File: src/rtl/pipe_stage_skid.sv
// rtl/pipe_stage_skid.sv - pipeline-stage register with 2-entry skid buffer, flush and stall counter
module pipe_stage_skid #(
    parameter int                 DATA_W     = 96,
    parameter logic [DATA_W-1:0]  RESET_DATA = {DATA_W{1'b0}},
    parameter int                 CNT_W      = 16
) (
    input  logic              clk,
    input  logic              reset,
    input  logic              flush,
    input  logic              in_valid,
    output logic              in_ready,
    input  logic [DATA_W-1:0] in_data,
    output logic              out_valid,
    input  logic              out_ready,
    output logic [DATA_W-1:0] out_data,
    output logic [1:0]        occupancy,
    output logic [CNT_W-1:0]  stall_cnt
);

    logic              main_valid;
    logic              skid_valid;
    logic [DATA_W-1:0] main_data;
    logic [DATA_W-1:0] skid_data;
    logic              ready_q;
    logic [CNT_W-1:0]  cnt_q;
    logic              in_fire;
    logic              out_fire;
    logic              stalled;

    assign in_fire  = in_valid & ready_q;
    assign out_fire = main_valid & out_ready;
    assign stalled  = main_valid & ~out_ready;

    assign in_ready  = ready_q;
    assign out_valid = main_valid;
    assign out_data  = main_data;
    assign occupancy = {1'b0, main_valid} + {1'b0, skid_valid};
    assign stall_cnt = cnt_q;

    // ready_q mirrors ~skid_valid as its own flop so upstream sees no logic after it
    always_ff @(posedge clk) begin
        if (reset) begin
            main_valid <= 1'b0;
            skid_valid <= 1'b0;
            main_data  <= RESET_DATA;
            skid_data  <= RESET_DATA;
            ready_q    <= 1'b1;
            cnt_q      <= '0;
        end else begin
            if (stalled && (cnt_q != {CNT_W{1'b1}})) begin
                cnt_q <= cnt_q + CNT_W'(1);
            end

            if (flush) begin
                main_valid <= 1'b0;
                skid_valid <= 1'b0;
                main_data  <= RESET_DATA;
                skid_data  <= RESET_DATA;
                ready_q    <= 1'b1;
            end else begin
                case ({skid_valid, main_valid})
                    2'b00: begin
                        if (in_fire) begin
                            main_data  <= in_data;
                            main_valid <= 1'b1;
                        end
                    end
                    2'b01: begin
                        if (out_fire && in_fire) begin
                            main_data <= in_data;
                        end else if (out_fire) begin
                            main_valid <= 1'b0;
                            main_data  <= RESET_DATA;
                        end else if (in_fire) begin
                            skid_data  <= in_data;
                            skid_valid <= 1'b1;
                            ready_q    <= 1'b0;
                        end
                    end
                    2'b11: begin
                        if (out_fire) begin
                            main_data  <= skid_data;
                            skid_valid <= 1'b0;
                            skid_data  <= RESET_DATA;
                            ready_q    <= 1'b1;
                        end
                    end
                    default: begin
                    end
                endcase
            end
        end
    end

endmodule

File: config.mk
export PLATFORM = sky130hd
export DESIGN_NAME = pipe_stage_skid
export DESIGN_NICKNAME = d
export VERILOG_FILES = /design/src/rtl/pipe_stage_skid.sv
export SDC_FILE = /design/constraint.sdc
export NUM_CORES = 1
export LEC_CHECK = 0
export BUFFER_PORTS_ARGS = -buffer_cell sky130_fd_sc_hd__clkbuf_2
export CAP_MARGIN = 25
export CORE_MARGIN = 10
export CORE_UTILIZATION = 57
export CTS_BUF_LIST = sky130_fd_sc_hd__clkbuf_8
export CTS_CLUSTER_DIAMETER = 60
export DETAILED_ROUTE_END_ITERATION = 12
export GPL_ROUTABILITY_DRIVEN = 0
export GPL_TIMING_DRIVEN = 0
export MAX_ROUTING_LAYER = met4
export PLACE_DENSITY = 0.88
export SLEW_MARGIN = 20
export SYNTH_ARGS = -nofsm -noshare
export SYNTH_HDL_FRONTEND = slang
export SYNTH_SLANG_ARGS = --single-unit
File: constraint.sdc
create_clock -name clk -period 4.4 [get_ports clk]
set_input_delay 0.22 -clock clk [delete_from_list [all_inputs] [get_ports clk]]
set_output_delay 0.22 -clock clk [all_outputs]
set_load 0.005 [all_outputs]
==> impl_metrics.env, run 1 <==
export IMPL_tritoncts="yes"
export IMPL_clockBufferDepth=3
export IMPL_grt_pass1_wl_mm=45.17
export IMPL_drtAntennaViolNets=0
export IMPL_worstPathRequired_ns=4.84
export IMPL_synth_top_cell_area_share_pct=52.50
export IMPL_die_h_microns=138.8
export IMPL_path_cells="buf_2 -> inv_1 -> ha_1 -> a221oi_2 -> buf_2 -> buf_2 -> o21ai_0 -> nor2_1"
export IMPL_core_sq_um=13880
export IMPL_tightest_slew_ns=0.9291
export IMPL_fin_setup_tns_ns=0
export IMPL_first_global_vias=8563
export IMPL_cellPowerDensity_nw_per_um2=385.3
export IMPL_slowest_stage="a221oi_2"
export IMPL_antenna_found_initial=4
export IMPL_fp_dieW_microns=138.8
export IMPL_total_power_mw=4.225
export IMPL_drv_slew=0
export IMPL_synth_distinct_cells=45
export IMPL_irDropWorstVdd_mv=0.2866
export IMPL_syn_area_sq_um=8045
export IMPL_root_buffer="clkbuf_8"
export IMPL_relSlewSlack_pct=37.83
export IMPL_grt_use_total_pct=28.71
export IMPL_synth_top_area_cell="dfxtp_1"
export IMPL_cap_violations=0
export IMPL_clock_sinks=211
export IMPL_syn_to_final_growth_pct=36.28
export IMPL_ys_top_cells_by_area="dfxtp_1, a22o_1, a221oi_2, a221oi_1, o21ai_0"
export IMPL_avgSynthCellArea_sq_um=10.26
export IMPL_numCtsBuffers=35
export IMPL_hold_path_class="input pin to register"
export IMPL_outcome="complete, no violations"
export IMPL_fp_dieArea_sq_um=19270
export IMPL_grt_ovfl_total=0
export IMPL_wl_per_cell_microns=21.48
export IMPL_fin_crit_ns=2.594
export IMPL_port_buffers=216
export IMPL_r2r_slack_ns=1.81
export IMPL_final_nets=1239
export IMPL_drive_gt1_share_pct=28.93
export IMPL_dp_hpwl_mm=16.65
export IMPL_cp_start_kind="register"
export IMPL_skew_ns=0.02167
export IMPL_dr_first_iter_drc_count=497
export IMPL_synthTopCellsByCount="dfxtp_1, nor2_1, a22o_1, o21ai_0, a221oi_1"
export IMPL_cts_repair_resized=0
export IMPL_postCtsHoldBufs=96
export IMPL_cts_setup_buffers=0
export IMPL_crit_path_end_kind="register"
export IMPL_worstPathMaxFanout=10
export IMPL_arrival_ns=3.03
export IMPL_dr_pass1_iters=5
export IMPL_cp_common_cell="buf_2"
export IMPL_hold_depth=3
export IMPL_avgViaCountPerCell=6.254
export IMPL_drc=0
export IMPL_synth_flop_cell="dfxtp_1"
export IMPL_crit_type="register to register"
export IMPL_fin_crit_sh_pct=58.96
export IMPL_p_leak_nw=4.690
export IMPL_dp_cells=1180
export IMPL_hold_violations=0
export IMPL_synth_most_common_cell="dfxtp_1"
export IMPL_worstSkewPairLatency_ns=0.51
export IMPL_ys_seq_area_share_pct=52.50
export IMPL_grt_start_max_net_pins=11
export IMPL_synth_cells=784
export IMPL_ys_warnings_count=0
export IMPL_critical_path_buf_inv_count=4
export IMPL_cts_htree_levels=2
export IMPL_via_count=8349
export IMPL_fin_cells=1335
export IMPL_cp_depth=8
export IMPL_synth_edf_count=0
export IMPL_clk_pin_slew_ns=0.06
export IMPL_wirelength_mm=28.67
export IMPL_r2r_cells=8
export IMPL_slowest_delay_ns=0.59
export IMPL_pin_count=217
export IMPL_clock_fmax_mhz=385.4
export IMPL_start_util_pct=57.96
export IMPL_setup_viol=0
export IMPL_rows=43
export IMPL_synthArstFlopShare_pct=0
export IMPL_synth_nets=890
export IMPL_ys_ff_latch=211
export IMPL_crit_family="buffers and inverters"
export IMPL_rsz0062_at_grt="no"
[sequential cells by signal, indices dropped and copies added, names as in the netlist]
name and flops:
stall_cnt 16, out_data 96, in_ready 1, skid_valid 1, out_valid 1, skid_data 96
[kinds of logic (layout without fill, tap and decap cells)]
group / after synthesis / count (layout) / share of synthesized area, %
AO/OA/AOI/OAI: 322 / 322 / 32.77
adder cells (fa/ha/maj): 5 / 5 / 0.7776
multiplexers: 2 / 2 / 0.2644
other: 0 / 4 / 0
AND/OR/NAND/NOR: 163 / 163 / 9.098
buffers and inverters: 80 / 447 / 4.479
XOR/XNOR: 1 / 1 / 0.1089
flip-flops: 211 / 211 / 52.50
[report_power, final]
group,switching (mW),internal [mW]
Combinational,0.321,0.245
Sequential,0.0414,1.98
Clock,0.767,0.872
[worst min-delay path: cells and delay by family]
kind / cells / cell delay [ns]
compound gates: 1 / 0.07
buf+inv: 1 / 0.11
simple gates: 1 / 0.08
[layout make-up]
| cell class | instances | area [sq um] |
|---|---|---|
| sequential | 211 | 4224 |
| multi-input combinational | 493 | 3461 |
| fill | 865 | 2917 |
| timing repair buffer | 312 | 2042 |
| clock buffer | 43 | 591.8 |
| buffer | 75 | 341.6 |
| tap | 180 | 225.2 |
| clock inverter | 12 | 50.05 |
| inverter | 5 | 18.77 |
| antenna | 4 | 10.01 |
[metrics by stage]
stage	hold WS, ns	util, %	area [sq um]	worst slack [ns]
4_1_cts	0.005762	78.92	10950	1.877
3_3_place_gp	0.4532	67.37	9351	1.969
5_1_grt	0.02959	78.99	10960	1.630
6_report	0.03999	78.99	10960	1.806
2_1_floorplan	0.3526	-	8045	2.397
3_5_place_dp	0.4567	67.37	9351	1.936
[worst paths after layout]
path                 start            end
max              out_valid   out_data[36]
min               in_valid      out_valid
max reg2reg      out_valid   out_data[36]
min reg2reg  skid_data[48]  skid_data[48]
[placed cells by master, fill, tap and decap left out, types with 4 or more instances in the layout]
master,instances
nand2_1,8
a221oi_2,41
clkbuf_2,216
nor4_1,4
dfxtp_1,211
a22o_1,95
diode_2,4
o21ai_0,91
nor2_1,107
o31ai_1,4
nand3_1,9
ha_1,5
buf_6,4
o21ai_1,11
buf_2,21
clkbuf_1,48
dlygate4sd3_1,96
nand4_1,4
inv_1,15
a221oi_1,58
nor3_1,8
clkbuf_8,43
a21oi_1,11
[metal layers]
layer / GRT usage [%] / vias to the layer above / part of all wire, %
met4: 18.56 / 0 / 6.2
li1: - / 3727 / -
met5: - / - / 0
met3: 6.610 / 150 / 8.2
met1: 32.43 / 3947 / 39
met2: 44.99 / 525 / 47
(Power assumes the default switching activity.)
==> inputs of run 2 (changes only) <==
ABC_AREA = 1   (was unset)
CORE_UTILIZATION = 55   (was 57)
PLACE_DENSITY = 0.84   (was 0.88)
clock period = 2.6 ns   (was 4.4 ns; I/O delays follow)
==> run 2 against run 1 <==
Total power increased by 69%. Clock skew increased by 0.0041 ns. Worst setup slack got worse by 1.5 ns. Non-clock buffer count increased by 9. Combinational power increased by 71%. Utilization decreased by 4.2 points. Largest cell class unchanged. Largest power group unchanged. Highest routed layer unchanged.
==> impl_metrics.env, run 2 <==
export IMPL_outcome="complete, no violations"
export IMPL_grt_start_max_net_pins=11
export IMPL_hold_path_class="input pin to register"
export IMPL_min_delay_worst_endpoint="skid_valid"
export IMPL_synthArstFlopShare_pct=0
export IMPL_ys_seq_area_share_pct=47.93
export IMPL_fp_dieW_microns=146.6
export IMPL_r2r_start="out_valid"
export IMPL_clkPwrFrac_pct=38.9
export IMPL_arrival_ns=2.67
export IMPL_syn_area_sq_um=8812
export IMPL_worstSkewPairLatency_ns=0.53
export IMPL_grt_ovfl_total=0
export IMPL_final_nets=1683
export IMPL_synth_distinct_cells=28
export IMPL_dr_pass1_iters=7
export IMPL_cts_repair_resized=0
export IMPL_rsz0062_at_grt="no"
export IMPL_power_share_switching_pct=27.06
export IMPL_numCtsBuffers=35
export IMPL_p_sw_mw=1.936
export IMPL_cp_start_kind="register"
export IMPL_worstPathMaxFanout=10
export IMPL_synthXorXnorAreaFrac_pct=0.4969
export IMPL_synth_most_common_cell="nor2_1"
export IMPL_synth_flop_cell="dfxtp_1"
export IMPL_seq_power_share_pct=47.5
export IMPL_synthTopCellsByCount="nor2_1, dfxtp_1, o21ai_0, nand2_1, inv_1"
export IMPL_synth_nets=1333
export IMPL_via_count=9670
export IMPL_cap_violations=0
export IMPL_synth_edf_count=0
export IMPL_clockBufferDepth=3
export IMPL_hp_start="flush"
export IMPL_layout_commonest_cell="nor2_1"
export IMPL_start_util_pct=55.88
export IMPL_r2r_cells=8
export IMPL_rows=46
export IMPL_crit_path_end_kind="register"
export IMPL_synth_fa_ha_area_share_pct=0.7099
export IMPL_timing_rr_end="out_data[60]"
export IMPL_grt_use_total_pct=27.34
export IMPL_antenna_found_initial=3
export IMPL_layout_common_cells="nor2_1, clkbuf_2, dfxtp_1, o21ai_0, nand2_1"
export IMPL_ys_top_cells_by_area="dfxtp_1, o21ai_0, nor2_1, nand2_1, nand3_1"
export IMPL_yosys_area_share_simple_pct=23.78
export IMPL_fin_setup_tns_ns=0
export IMPL_synth_compound_area_share_pct=17.49
export IMPL_synth_top_family_by_area="simple AND/OR/NAND/NOR gates"
export IMPL_root_buffer="clkbuf_8"
export IMPL_fp_dieArea_sq_um=21490
export IMPL_clock_sinks=211
export IMPL_synth_top_area_cell="dfxtp_1"
export IMPL_pin_count=217
export IMPL_avgViaCountPerCell=5.322
export IMPL_clock_fmax_mhz=443.5
export IMPL_cts_htree_levels=2
export IMPL_core_sq_um=15770
export IMPL_final_util_pct=74.77
export IMPL_num_fill_cells=1174
export IMPL_drive_gt1_share_pct=18.90
export IMPL_drtAntennaViolNets=0
export IMPL_tightest_slew_ns=0.5561
export IMPL_cellPowerDensity_nw_per_um2=606.7
export IMPL_port_buffers=216
export IMPL_r2r_slack_ns=0.35
export IMPL_crit_type="register to register"
export IMPL_synth_top_cell_area_share_pct=47.93
export IMPL_hold_depth=4
export IMPL_hold_violations=0
export IMPL_dr_first_iter_drc_count=873
export IMPL_skew_ns=0.02581
export IMPL_power_frac_comb_pct=13.6
export IMPL_ys_ff_latch=211
export IMPL_synth_cells=1227
export IMPL_worstPathRequired_ns=3.01
export IMPL_fin_crit_sh_pct=86.73
export IMPL_grt_pass1_wl_mm=48.00
export IMPL_wirelength_mm=29.61
export IMPL_internal_power_mw=5.218
export IMPL_wl_per_cell_microns=16.30
export IMPL_p_leak_nw=5.280
export IMPL_relSlewSlack_pct=62.93
export IMPL_setup_viol=0
export IMPL_die_h_microns=146.6
export IMPL_avgSynthCellArea_sq_um=7.182
export IMPL_irDropWorstVdd_mv=0.4103
export IMPL_clk_pin_slew_ns=0.06
export IMPL_muxShareOfSynthArea_pct=0
export IMPL_drv_slew=0
export IMPL_drc=0
export IMPL_ys_warnings_count=0
export IMPL_dp_hpwl_mm=18.53
export IMPL_fin_crit_ns=2.255
export IMPL_first_global_vias=9368
export IMPL_tritoncts="yes"
export IMPL_syn_to_final_growth_pct=33.81
run 2: cell types whose count changed after synthesis, sizes merged, moves of 4 or more:
cell / delta
a221oi: -99
buf: +10
nor3: -9
nand3: +99
inv: +111
nor2: +119
a22o: -95
o31ai: -4
nor4: -4
o21ai: +190
nand2: +150
run 2: logic make-up after synthesis:
kind of cell / Yosys count
DFF: 211
adders and majority gates: 5
buffers and inverters: 200
and+or+nand+nor: 501
xor gates and xnor gates: 5
AOI/OAI and AO/OA: 305
run 2: power groups by stage:
stage	Clock [mW]	Sequential [mW]	Combinational (mW)
floorplan	0	3.47	0.468
CTS	2.78	3.39	0.937
global route	2.95	3.41	1.07
detailed placement	0	3.46	0.814
global placement	0	3.46	0.804
finish	2.78	3.40	0.970
run 2: through the flow:
step | instance area, sq um | std cells | hold slack [ns] | setup slack (ns) | total power [mW]
global placement | 10160 | 1659 | 0.3882 | 0.4328 | 4.264
detailed placement | 10160 | 1659 | 0.3918 | 0.4086 | 4.278
CTS | 11780 | 1814 | 0.03391 | 0.4031 | 7.117
floorplan | 8812 | 1227 | 0.2772 | 0.9609 | 3.935
global route | 11790 | 1817 | 0.04877 | 0.1893 | 7.433
finish | 11790 | 1817 | 0.04903 | 0.3451 | 7.154
run 2: how the worst max path moves through the flow:
| stage | startpoint | end | slack [ns] |
|---|---|---|---|
| 3_5_place_dp | out_valid | out_data[61] | 0.41 |
| 2_1_floorplan | out_valid | skid_data[86] | 0.96 |
| 6_report | out_valid | out_data[60] | 0.35 |
| 4_1_cts | out_valid | out_data[61] | 0.40 |
| 5_1_grt | out_valid | out_data[60] | 0.19 |
| 3_3_place_gp | out_valid | out_data[59] | 0.43 |
run 2: final cells by class:
type,instances,area (sq um),share of cell area (%)
Buffer,83,404.1,3.427
Inverter,117,440.4,3.735
Tap cell,216,270.3,2.292
Timing Repair Buffer,313,2052,17.40
Antenna cell,3,7.507,0.06367
Clock buffer,43,591.8,5.019
Multi-Input combinational cell,816,3744,31.75
Clock inverter,15,57.56,0.4881
Sequential cell,211,4224,35.82
run 2: metal layers:
layer  routed length [microns]  global-route usage (%)  up-vias  share of wire, %
met5                         0                       -        -                 0
met4                      1297                   12.86        0               4.4
met2                     14110                   44.34      459                48
met3                      2356                   5.810      113               8.0
met1                     11850                   31.75     4422                40
li1                          -                       -     4676                 -
run 2: repair_timing:
action | in CTS | in global routing
setup endpoints to repair | 0 | 0
setup buffers | 0 | 0
endpoints found under the hold margin | 149 | 0
hold buffers | 97 | 0
run 2: worst max-delay path: stages (launching register included):
cell      delay [ns]
dfxtp_1         0.41
ha_1            0.24
buf_4           0.24
nor2_1          0.08
o21ai_2         0.43
clkbuf_1        0.40
o21ai_0         0.15
nor2_1          0.15
nor2_1          0.06
==> inputs of run 3 (changes only) <==
RECOVER_POWER = 100   (was unset)
==> run 3 against run 2 <==
Wire length grew 0.51%. Via count up 0.38%. Sequential share of layout area grew 0.45 points. Sequential power is essentially flat. Critical path depth rose by 1.
==> impl_metrics.env, run 3 (synthesis gave the netlist of run 2 again) <==
export IMPL_tightest_slew_ns=0.5331
export IMPL_grt_use_total_pct=27.34
export IMPL_grt_pass1_wl_mm=48.00
export IMPL_internal_power_mw=5.192
export IMPL_cap_violations=0
export IMPL_num_fill_cells=1264
export IMPL_slowest_delay_ns=0.40
export IMPL_path_cells="ha_1 -> buf_4 -> o21ai_4 -> nand3_4 -> clkinv_2 -> buf_6 -> clkbuf_1 -> o21ai_0 -> nor2_1"
export IMPL_hold_depth=4
export IMPL_p_leak_nw=4.899
export IMPL_fp_dieW_microns=146.6
export IMPL_clock_fmax_mhz=419.2
export IMPL_cts_setup_buffers=0
export IMPL_hold_violations=0
export IMPL_arrival_ns=2.84
export IMPL_r2r_cells=9
export IMPL_p_sw_mw=1.936
export IMPL_syn_to_final_growth_pct=32.13
export IMPL_fp_dieArea_sq_um=21490
export IMPL_drv_slew=0
export IMPL_clockBufferDepth=3
export IMPL_hold_path_class="input pin to register"
export IMPL_endpoint="out_data[18]"
export IMPL_antenna_found_initial=3
export IMPL_worstPathRequired_ns=3.06
export IMPL_slowest_stage="clkbuf_1"
export IMPL_clk_pin_slew_ns=0.06
export IMPL_dr_first_iter_drc_count=836
export IMPL_crit_path_end_kind="register"
export IMPL_outcome="complete, no violations"
export IMPL_cellPowerDensity_nw_per_um2=612.1
export IMPL_postCtsHoldBufs=97
export IMPL_cts_repair_resized=0
export IMPL_power_frac_comb_pct=13.2
export IMPL_wl_per_cell_microns=16.38
export IMPL_rows=46
export IMPL_fin_crit_sh_pct=91.76
export IMPL_power_share_switching_pct=27.16
export IMPL_seq_power_share_pct=47.7
export IMPL_port_buffers=216
export IMPL_cp_start_kind="register"
export IMPL_irDropWorstVdd_mv=0.4089
export IMPL_drtAntennaViolNets=0
export IMPL_start_util_pct=55.88
export IMPL_worstPathMaxFanout=10
export IMPL_clkPwrFrac_pct=39.1
export IMPL_wirelength_mm=29.77
export IMPL_postPlaceCellArea_sq_um=10160
export IMPL_fin_setup_tns_ns=0
export IMPL_clock_sinks=211
export IMPL_pin_count=217
export IMPL_worstSkewPairLatency_ns=0.53
export IMPL_drive_gt1_share_pct=11.70
export IMPL_relSlewSlack_pct=64.46
export IMPL_avgViaCountPerCell=5.342
export IMPL_root_buffer="clkbuf_8"
export IMPL_crit_type="register to register"
export IMPL_drc=0
export IMPL_core_sq_um=15770
export IMPL_r2r_slack_ns=0.21
export IMPL_via_count=9707
export IMPL_grt_start_max_net_pins=11
export IMPL_numCtsBuffers=35
export IMPL_tritoncts="yes"
export IMPL_layout_common_cells="o21ai_0, nor2_1, dfxtp_1, clkbuf_1, nand2_1"
export IMPL_r2r_start="out_valid"
export IMPL_layout_commonest_cell="o21ai_0"
export IMPL_skew_ns=0.02410
export IMPL_final_nets=1683
export IMPL_dp_hpwl_mm=18.53
export IMPL_setup_viol=0
export IMPL_first_global_vias=9368
export IMPL_critPathLaunch="out_valid"
export IMPL_design_area_sq_um=11640
export IMPL_grt_ovfl_total=0
export IMPL_fin_crit_ns=2.386
export IMPL_rsz0062_at_grt="no"
export IMPL_die_h_microns=146.6
export IMPL_hp_start="flush"
export IMPL_dr_pass1_iters=6
export IMPL_timing_rr_end="out_data[18]"
export IMPL_cts_htree_levels=2
## run 3: layout make-up
| cell class | count | area (sq um) | share of cell area [%] |
|---|---|---|---|
| flip-flops and latches | 211 | 4224 | 36.28 |
| plain buffers | 83 | 401.6 | 3.449 |
| clock buffers | 43 | 591.8 | 5.083 |
| diodes | 3 | 7.507 | 0.06447 |
| repair buffers | 313 | 1914 | 16.44 |
| inverters | 117 | 440.4 | 3.782 |
| multi-input cells | 816 | 3736 | 32.09 |
| well taps | 216 | 270.3 | 2.321 |
| clock inverters | 15 | 57.56 | 0.4943 |
## run 3: layer usage
layer | global-route usage, % | vias up | share of wire [%]
met5 | - | - | 0
met4 | 12.86 | 0 | 4.5
met3 | 5.810 | 112 | 8.2
met2 | 44.34 | 467 | 48
met1 | 31.75 | 4451 | 40
li1 | - | 4677 | -
## run 3: critical path: cells and delay by family (launching register included)
family	cells	cell delay [ns]
simple gates	2	0.35
buf+inv	4	0.97
compound gates	2	0.40
fa+ha+maj	1	0.25
flops	1	0.35
## run 3: per-stage QoR
step                      cells  util (%)  hold slack [ns]  total power, mW  setup slack [ns]
after detailed placement   1659     64.45           0.3918            4.278            0.4086
after global placement     1659     64.45           0.3882            4.264            0.4328
after global routing       1817     73.83          0.04876            7.400            0.1248
final                      1817     73.83          0.04578            7.127            0.2143
after floorplan            1227         -           0.2772            3.935            0.9609
after CTS                  1814     74.72          0.03391            7.117            0.4031
## run 3: how the worst min path moves through the flow
stage / to / slack [ns]
final: skid_valid / 0.05
after global routing: skid_valid / 0.05
after CTS: skid_valid / 0.03
after detailed placement: skid_data[87] / 0.39
after global placement: skid_data[61] / 0.39
after floorplan: skid_data[95] / 0.28
## run 3: power by group through the flow
stage / Sequential, mW / Combinational (mW) / Clock [mW]
3_3_place_gp: 3.46 / 0.804 / 0
2_1_floorplan: 3.47 / 0.468 / 0
4_1_cts: 3.39 / 0.937 / 2.78
6_report: 3.40 / 0.940 / 2.79
3_5_place_dp: 3.46 / 0.814 / 0
5_1_grt: 3.41 / 1.04 / 2.95
